## config.mk

```make
export PLATFORM = sky130hd
export DESIGN_NAME = sdrd_picture_sched_flat
export DESIGN_NICKNAME = d
export VERILOG_FILES = /design/src/rtl/sdrd_picture_sched_if.sv /design/src/rtl/sdrd_picture_sched.sv /design/src/flat_wrapper.sv
export SDC_FILE = /design/constraint.sdc
export NUM_CORES = 1
export LEC_CHECK = 0
export ABC_CLOCK_PERIOD_IN_PS = 2650
export CORE_ASPECT_RATIO = 0.5
export CORE_MARGIN = 1.5
export CORE_UTILIZATION = 39
export CTS_CLUSTER_DIAMETER = 30
export DETAILED_ROUTE_END_ITERATION = 6
export PLACE_DENSITY = 0.77
export SLEW_MARGIN = 25
export SYNTH_ARGS = -nofsm -noshare
export SYNTH_HDL_FRONTEND = slang
export SYNTH_SLANG_ARGS = --single-unit
```

## constraint.sdc

```tcl
create_clock -name CLK -period 2.65 [get_ports CLK]
set_input_delay 0.53 -clock CLK [delete_from_list [all_inputs] [get_ports CLK]]
set_output_delay 0.53 -clock CLK [all_outputs]
set_load 0.02 [all_outputs]
```

## src/rtl/sdrd_picture_sched_if.sv

```systemverilog
// sdrd_picture_sched_if
//   Bundles every signal between the picture-entry sequencer and its
//   neighbours: the directory scanner (ENT_IN*, SCAN_DONE), the image
//   loader (NEXT_REQ, RESTART, ENT_OUT*), the recirculating entry buffer
//   (BUF_*) and the status outputs (ENT_COUNT, CUR_INDEX, PLAY_RDY,
//   NO_PICT, ERR).
//   master : the sequencer itself
//   slave  : the environment (scanner, loader, buffer)
interface sdrd_picture_sched_if #(
  parameter int CNT_W = 8
);
  logic [31:0]      ENT_IN;
  logic             ENT_IN_VALID;
  logic             ENT_IN_READY;
  logic             SCAN_DONE;
  logic             NEXT_REQ;
  logic             RESTART;
  logic [31:0]      ENT_OUT;
  logic             ENT_OUT_VALID;
  logic             ENT_OUT_ACK;
  logic             BUF_WR;
  logic             BUF_RD;
  logic [31:0]      BUF_DIN;
  logic [31:0]      BUF_DOUT;
  logic             BUF_VALID;
  logic             BUF_EMPTY;
  logic             BUF_FULL;
  logic [CNT_W-1:0] ENT_COUNT;
  logic [CNT_W-1:0] CUR_INDEX;
  logic             PLAY_RDY;
  logic             NO_PICT;
  logic             ERR;

  modport master (
    input  ENT_IN, ENT_IN_VALID, SCAN_DONE, NEXT_REQ, RESTART, ENT_OUT_ACK,
           BUF_DOUT, BUF_VALID, BUF_EMPTY, BUF_FULL,
    output ENT_IN_READY, ENT_OUT, ENT_OUT_VALID, BUF_WR, BUF_RD, BUF_DIN,
           ENT_COUNT, CUR_INDEX, PLAY_RDY, NO_PICT, ERR
  );

  modport slave (
    output ENT_IN, ENT_IN_VALID, SCAN_DONE, NEXT_REQ, RESTART, ENT_OUT_ACK,
           BUF_DOUT, BUF_VALID, BUF_EMPTY, BUF_FULL,
    input  ENT_IN_READY, ENT_OUT, ENT_OUT_VALID, BUF_WR, BUF_RD, BUF_DIN,
           ENT_COUNT, CUR_INDEX, PLAY_RDY, NO_PICT, ERR
  );
endinterface

```

## src/rtl/sdrd_picture_sched.sv

```systemverilog
// sdrd_picture_sched
//   Sequencer for the recirculating picture-entry buffer in the SD-read
//   path. Loads entries from the directory scanner, then hands one entry
//   per NEXT_REQ to the image loader. Every buffer read is rewritten at the
//   buffer tail, so the buffer behaves as a ring; RESTART rewinds the ring
//   to entry 0 by reading (and discarding) the remaining entries.
// Ports
//   CLK   : clock
//   RSTS  : synchronous active-high reset (shared with the buffer)
//   bus   : sdrd_picture_sched_if.master, scanner / loader / buffer / status
module sdrd_picture_sched #(
  parameter int DEPTH = 128,
  parameter int CNT_W = 8,
  parameter int TMO   = 4
) (
  input logic                  CLK,
  input logic                  RSTS,
  sdrd_picture_sched_if.master bus
);
  localparam int TMO_W = (TMO < 2) ? 1 : $clog2(TMO);

  typedef enum logic [3:0] {
    S_LOAD,
    S_PLAY_IDLE,
    S_FETCH,
    S_WAIT_V,
    S_PRESENT,
    S_REWIND_RD,
    S_REWIND_WAIT,
    S_NONE,
    S_ERROR
  } state_t;

  state_t           state_reg;
  logic [CNT_W-1:0] count_reg;
  logic [CNT_W-1:0] index_reg;
  logic [CNT_W-1:0] discard_reg;
  logic [TMO_W-1:0] tmo_reg;
  logic [31:0]      ent_out_reg;

  logic             load_accept;
  logic             rd_issue;
  logic             tmo_expired;
  logic [CNT_W-1:0] count_after;

  // Writes happen only in LOAD and reads never do, so a loader write can
  // never land on top of the buffer's own tail rewrite.
  assign bus.ENT_IN_READY = !RSTS && (state_reg == S_LOAD) && !bus.BUF_FULL &&
                            (count_reg < CNT_W'(DEPTH));
  assign load_accept      = bus.ENT_IN_READY && bus.ENT_IN_VALID;
  assign count_after      = count_reg + {{(CNT_W-1){1'b0}}, load_accept};

  // A read is only issued with the buffer non-empty; with a single entry the
  // buffer is empty until the rewrite of the previous read lands.
  assign rd_issue    = !RSTS && !bus.BUF_EMPTY &&
                       ((state_reg == S_FETCH) || (state_reg == S_REWIND_RD));
  // tmo_reg counts the wait cycles after BUF_RD, the last allowed one is TMO.
  assign tmo_expired = (tmo_reg == TMO_W'(TMO - 1));

  assign bus.BUF_WR        = load_accept;
  assign bus.BUF_DIN       = bus.ENT_IN;
  assign bus.BUF_RD        = rd_issue;
  assign bus.ENT_OUT       = ent_out_reg;
  assign bus.ENT_OUT_VALID = (state_reg == S_PRESENT);
  assign bus.ENT_COUNT     = count_reg;
  assign bus.CUR_INDEX     = index_reg;
  assign bus.PLAY_RDY      = (state_reg == S_PLAY_IDLE);
  assign bus.NO_PICT       = (state_reg == S_NONE);
  assign bus.ERR           = (state_reg == S_ERROR);

  always_ff @(posedge CLK) begin
    if (RSTS) begin
      state_reg   <= S_LOAD;
      count_reg   <= '0;
      index_reg   <= '0;
      discard_reg <= '0;
      tmo_reg     <= '0;
      ent_out_reg <= '0;
    end else begin
      case (state_reg)
        S_LOAD: begin
          count_reg <= count_after;
          // An entry accepted together with SCAN_DONE still counts.
          if (bus.SCAN_DONE) begin
            state_reg <= (count_after == '0) ? S_NONE : S_PLAY_IDLE;
          end
        end
        S_PLAY_IDLE: begin
          // RESTART wins over NEXT_REQ even when the rewind is a no-op.
          if (bus.RESTART) begin
            if (index_reg != '0) begin
              discard_reg <= count_reg - index_reg;
              state_reg   <= S_REWIND_RD;
            end
          end else if (bus.NEXT_REQ) begin
            state_reg <= S_FETCH;
          end
        end
        S_FETCH: begin
          if (rd_issue) begin
            tmo_reg   <= '0;
            state_reg <= S_WAIT_V;
          end
        end
        S_WAIT_V: begin
          if (bus.BUF_VALID) begin
            ent_out_reg <= bus.BUF_DOUT;
            state_reg   <= S_PRESENT;
          end else if (tmo_expired) begin
            state_reg <= S_ERROR;
          end else begin
            tmo_reg <= tmo_reg + TMO_W'(1);
          end
        end
        S_PRESENT: begin
          if (bus.ENT_OUT_ACK) begin
            index_reg <= (index_reg == count_reg - CNT_W'(1)) ? '0
                                                             : index_reg + CNT_W'(1);
            state_reg <= S_PLAY_IDLE;
          end
        end
        S_REWIND_RD: begin
          if (rd_issue) begin
            tmo_reg   <= '0;
            state_reg <= S_REWIND_WAIT;
          end
        end
        S_REWIND_WAIT: begin
          // Data is thrown away; once the last remaining entry has cycled
          // through, the ring head is back at entry 0.
          if (bus.BUF_VALID) begin
            if (discard_reg == CNT_W'(1)) begin
              index_reg <= '0;
              state_reg <= S_PLAY_IDLE;
            end else begin
              discard_reg <= discard_reg - CNT_W'(1);
              state_reg   <= S_REWIND_RD;
            end
          end else if (tmo_expired) begin
            state_reg <= S_ERROR;
          end else begin
            tmo_reg <= tmo_reg + TMO_W'(1);
          end
        end
        S_NONE, S_ERROR: begin
          state_reg <= state_reg;
        end
        default: begin
          state_reg <= S_ERROR;
        end
      endcase
    end
  end
endmodule

```

## src/flat_wrapper.sv

```systemverilog
// flat-port wrapper written by rule: the top's interface ports become plain ports
module sdrd_picture_sched_flat 
#(
  parameter int DEPTH = 128,
  parameter int CNT_W = 8,
  parameter int TMO   = 4
)
  (CLK, RSTS, bus_ENT_IN, bus_ENT_IN_VALID, bus_SCAN_DONE, bus_NEXT_REQ, bus_RESTART, bus_ENT_OUT_ACK, bus_BUF_DOUT, bus_BUF_VALID, bus_BUF_EMPTY, bus_BUF_FULL, bus_ENT_IN_READY, bus_ENT_OUT, bus_ENT_OUT_VALID, bus_BUF_WR, bus_BUF_RD, bus_BUF_DIN, bus_ENT_COUNT, bus_CUR_INDEX, bus_PLAY_RDY, bus_NO_PICT, bus_ERR);
  sdrd_picture_sched_if #(.CNT_W(CNT_W)) bus_i ();
  input logic CLK;
  input logic RSTS;
  input wire logic [$bits(bus_i.ENT_IN)-1:0] bus_ENT_IN;
  input wire logic [$bits(bus_i.ENT_IN_VALID)-1:0] bus_ENT_IN_VALID;
  input wire logic [$bits(bus_i.SCAN_DONE)-1:0] bus_SCAN_DONE;
  input wire logic [$bits(bus_i.NEXT_REQ)-1:0] bus_NEXT_REQ;
  input wire logic [$bits(bus_i.RESTART)-1:0] bus_RESTART;
  input wire logic [$bits(bus_i.ENT_OUT_ACK)-1:0] bus_ENT_OUT_ACK;
  input wire logic [$bits(bus_i.BUF_DOUT)-1:0] bus_BUF_DOUT;
  input wire logic [$bits(bus_i.BUF_VALID)-1:0] bus_BUF_VALID;
  input wire logic [$bits(bus_i.BUF_EMPTY)-1:0] bus_BUF_EMPTY;
  input wire logic [$bits(bus_i.BUF_FULL)-1:0] bus_BUF_FULL;
  output wire logic [$bits(bus_i.ENT_IN_READY)-1:0] bus_ENT_IN_READY;
  output wire logic [$bits(bus_i.ENT_OUT)-1:0] bus_ENT_OUT;
  output wire logic [$bits(bus_i.ENT_OUT_VALID)-1:0] bus_ENT_OUT_VALID;
  output wire logic [$bits(bus_i.BUF_WR)-1:0] bus_BUF_WR;
  output wire logic [$bits(bus_i.BUF_RD)-1:0] bus_BUF_RD;
  output wire logic [$bits(bus_i.BUF_DIN)-1:0] bus_BUF_DIN;
  output wire logic [$bits(bus_i.ENT_COUNT)-1:0] bus_ENT_COUNT;
  output wire logic [$bits(bus_i.CUR_INDEX)-1:0] bus_CUR_INDEX;
  output wire logic [$bits(bus_i.PLAY_RDY)-1:0] bus_PLAY_RDY;
  output wire logic [$bits(bus_i.NO_PICT)-1:0] bus_NO_PICT;
  output wire logic [$bits(bus_i.ERR)-1:0] bus_ERR;
  assign bus_i.ENT_IN = bus_ENT_IN;
  assign bus_i.ENT_IN_VALID = bus_ENT_IN_VALID;
  assign bus_i.SCAN_DONE = bus_SCAN_DONE;
  assign bus_i.NEXT_REQ = bus_NEXT_REQ;
  assign bus_i.RESTART = bus_RESTART;
  assign bus_i.ENT_OUT_ACK = bus_ENT_OUT_ACK;
  assign bus_i.BUF_DOUT = bus_BUF_DOUT;
  assign bus_i.BUF_VALID = bus_BUF_VALID;
  assign bus_i.BUF_EMPTY = bus_BUF_EMPTY;
  assign bus_i.BUF_FULL = bus_BUF_FULL;
  assign bus_ENT_IN_READY = bus_i.ENT_IN_READY;
  assign bus_ENT_OUT = bus_i.ENT_OUT;
  assign bus_ENT_OUT_VALID = bus_i.ENT_OUT_VALID;
  assign bus_BUF_WR = bus_i.BUF_WR;
  assign bus_BUF_RD = bus_i.BUF_RD;
  assign bus_BUF_DIN = bus_i.BUF_DIN;
  assign bus_ENT_COUNT = bus_i.ENT_COUNT;
  assign bus_CUR_INDEX = bus_i.CUR_INDEX;
  assign bus_PLAY_RDY = bus_i.PLAY_RDY;
  assign bus_NO_PICT = bus_i.NO_PICT;
  assign bus_ERR = bus_i.ERR;
  sdrd_picture_sched #(.DEPTH(DEPTH), .CNT_W(CNT_W), .TMO(TMO)) u_core (.CLK(CLK), .RSTS(RSTS), .bus(bus_i));
endmodule
```

==> impl_metrics.ini <==
[power_and_ir_drop]
powerDensity_nw_per_um2 = 613.9
total_power_uw = 3178
p_leak_uw = 0.001847
peakVddDrop_mv = 0.3535

[hold_path]
hp-start = u_core.bus.ENT_OUT[5]
min_to = u_core.bus.ENT_OUT[5]
hold_class = reg -> reg
hold_depth = 2

[cts]
clk_path_buf_depth = 2
clkTransAtPathRegs_ps = 50
htree_num_levels = 3
insertion_delay_ps = 330
cts_tree = built
numCtsBuffers = 9
cts_root_buf = clkbuf_16
cts_sinks = 62

[synthesis]
synth_cells = 505
synthArstFlopShare_pct = 0
synth_edf_count = 0
synth.top_cell.area_share_pct = 32.65
syn_nets = 595
synth.most_common_cell = nand2_1
avgSynthCellArea_um2 = 7.527
synthTopCellsByArea = dfxtp_1 (33%), nand2_1 (9.1%), a21oi_1 (7.1%), buf_4 (6.3%), ha_1 (4.9%)
syn-cell-area_um2 = 3801
synth_area_leader_cell = dfxtp_1
synthFlopType = dfxtp_1
synth_warnings = 0
yosysUniqueCellTypes = 60
yosys-top-cells-count = nand2_1 (92), dfxtp_1 (62), a21oi_1 (54)
ys_seq_area_share_pct = 32.65
synth-seq-cells = 62

[worst_setup_path]
r2r_end = u_core.state_reg[1]
path_buf_inv = 2
cp_slowest_stage_delay_ps = 660
cp.required_ps = 2120
worstSetupPathType = reg -> out
cpMaxStageDelayCell = clkdlybuf4s50_1
reg2regPathDepth = 12
rrSetupSlack_ps = 70
critPathCaptureType = primary output
r2r-start = u_core.state_reg[1]
critical_path_arrival_ps = 2060
start_kind = flip-flop
worstPathCellList = buf_4 -> nand2b_1 -> nor3_1 -> clkdlybuf4s50_1
critPathTopFamily = buffers and inverters
critPathMaxFanout = 20

[detailed_routing]
antenna_left = 0
route.detailed.wl_per_inst_um = 13.67
routed_wl_mm = 9.826
vias = 3726
drc_errors = 0
drtPass1Iterations = 4
drt_iter0_markers = 198
vias_per_cell = 5.182

[place]
gp_congestion = 0.8279
place.port_buffers = 96
dpl.hpwl_mm = 6.875
placed_cells = 702
dp_slack_ps = -192.8

[cells_and_area]
area_delta_synth_final_pct = 36.17
fillers = 875
largest_reg_flops = 32
drive_above_1_share_pct = 10.79
insertedDiodeCount = 0
final_nets = 669
instances_no_fill = 719

[global_routing]
use_met1_pct = 23.92
grt_max_degree = 36
grt_remaining_overflow = 0
antenna_found_initial = 0
grt_pass1_wl_mm = 15.61
globalRoute.busiestLayer = met2
grt_pass1_vias = 3376
grtUsageTotal_pct = 19.04
grt_util_met3_pct = 4.921
use_met2_pct = 32.90

[floorplanning]
die_y_um = 72.81
coreArea_um2 = 9447
dieArea_um2 = 10380
rows = 25
start_util_pct = 40.24
die_x_um = 142.6
ios = 161

[sta]
maxSlewHeadroom_pct = 61.47
rsz0062_at_grt = yes
worst_pin_slew_ps = 569.9
period_share_pct = 97.75
fmax_mhz = 386.1
drv_slew = 0
setup_ws_ps = 59.69
hold_viol_final = 0
fin_setup_tns_ps = 0
min_period_ps = 2590
finalSetupViolCount = 0
fin_skew_ps = 4.866

[outcome]
status = complete, no violations

[job]
maxCapViolCount = 0
## kinds of logic (layout without fill, tap and decap cells)
group,count (synthesis),count (layout),share of synthesized area [%]
mux,3,3,0.8229
buf+inv,81,160,11.42
flops,62,62,32.65
compound gates,109,109,17.68
simple gates,214,214,27.32
xor+xnor,19,19,4.378
fa+ha+maj,17,17,5.727
## report_power, final
part           switching, µW  internal, µW  leakage [µW]
logic                    516           449       0.00120
registers               36.4           984      0.000501
clock network            435           757      0.000145
## worst min-delay path: cells and delay by family, from the launching register on
| kind | cells | cell delay (ps) |
|---|---|---|
| simple gates | 1 | 50 |
| flops | 1 | 300 |
| compound gates | 1 | 50 |
## area by class of cell
| class | instances | area, µm² | area share (%) |
|---|---|---|---|
| inverter | 19 | 71.32 | 1.378 |
| timing repair buffer | 125 | 1175 | 22.70 |
| clock inverter | 6 | 71.32 | 1.378 |
| clock buffer | 10 | 239.0 | 4.617 |
| tap | 135 | 168.9 | 3.263 |
| sequential | 62 | 1241 | 23.98 |
| multi-input combinational | 362 | 2210 | 42.69 |
## stage by stage
step	util [%]	cell area, µm²	hold slack (ps)
after floorplan	-	3882	457.4
after global placement	51.34	4850	441.3
after detailed placement	51.34	4850	448.3
after CTS	54.61	5159	455.9
after global routing	54.79	5176	467.8
final	54.79	5176	452.8
## worst max-delay path by stage
stage | start | slack [ps] | endpoint | cells past startpoint
2_1_floorplan | u_core.state_reg[1] | -290 | u_core.state_reg[1] | 13
3_3_place_gp | bus_BUF_FULL | -160 | u_core.state_reg[1] | 11
3_5_place_dp | bus_BUF_FULL | -190 | u_core.state_reg[1] | 11
4_1_cts | u_core.state_reg[2] | 20 | u_core.state_reg[1] | 12
5_1_grt | u_core.state_reg[1] | -80 | u_core.state_reg[1] | 12
6_report | u_core.state_reg[0] | 60 | bus_NO_PICT | 4
## layout by cell type, fill, tap and decap left out, types with 2 or more instances in the layout
cell type and count:
a211oi_1 3, a21oi_1 54, a22oi_1 2, a31oi_1 3, and3_1 7, and4_1 2, buf_4 29, clkbuf_16 9
clkdlybuf4s50_1 93, clkinv_4 3, clkinvlp_4 2, dfxtp_1 62, ha_1 13, ha_4 2, inv_1 19, mux2i_1 2
nand2_1 92, nand2b_1 8, nand3_1 8, nand3b_1 3, nand4_1 4, nor2_1 34, nor2b_1 4, nor3_1 20
nor3b_1 4, nor4_1 2, nor4b_1 3, nor4bb_1 2, o2111ai_1 2, o21a_1 2, o21ai_0 18, o22ai_1 2
o31ai_1 5, o32ai_1 3, or3_1 5, or4_1 2, xnor2_1 9, xor2_1 10
## layer usage
metal / up-vias / wire length (µm)
li1: 1872 / -
met1: 1733 / 4707
met2: 108 / 4510
met3: 13 / 517
met4: 0 / 91
met5: - / 0
## what timing repair did
item / in CTS / in global routing
pin swaps: 0 / 5
setup endpoints to repair: 1 / 3
resized for setup: 1 / 2
hold buffers: 0 / 0
endpoints found under the hold margin: 0 / 0
setup buffers: 0 / 1
Note: power is estimated with default switching activity, not from simulation.
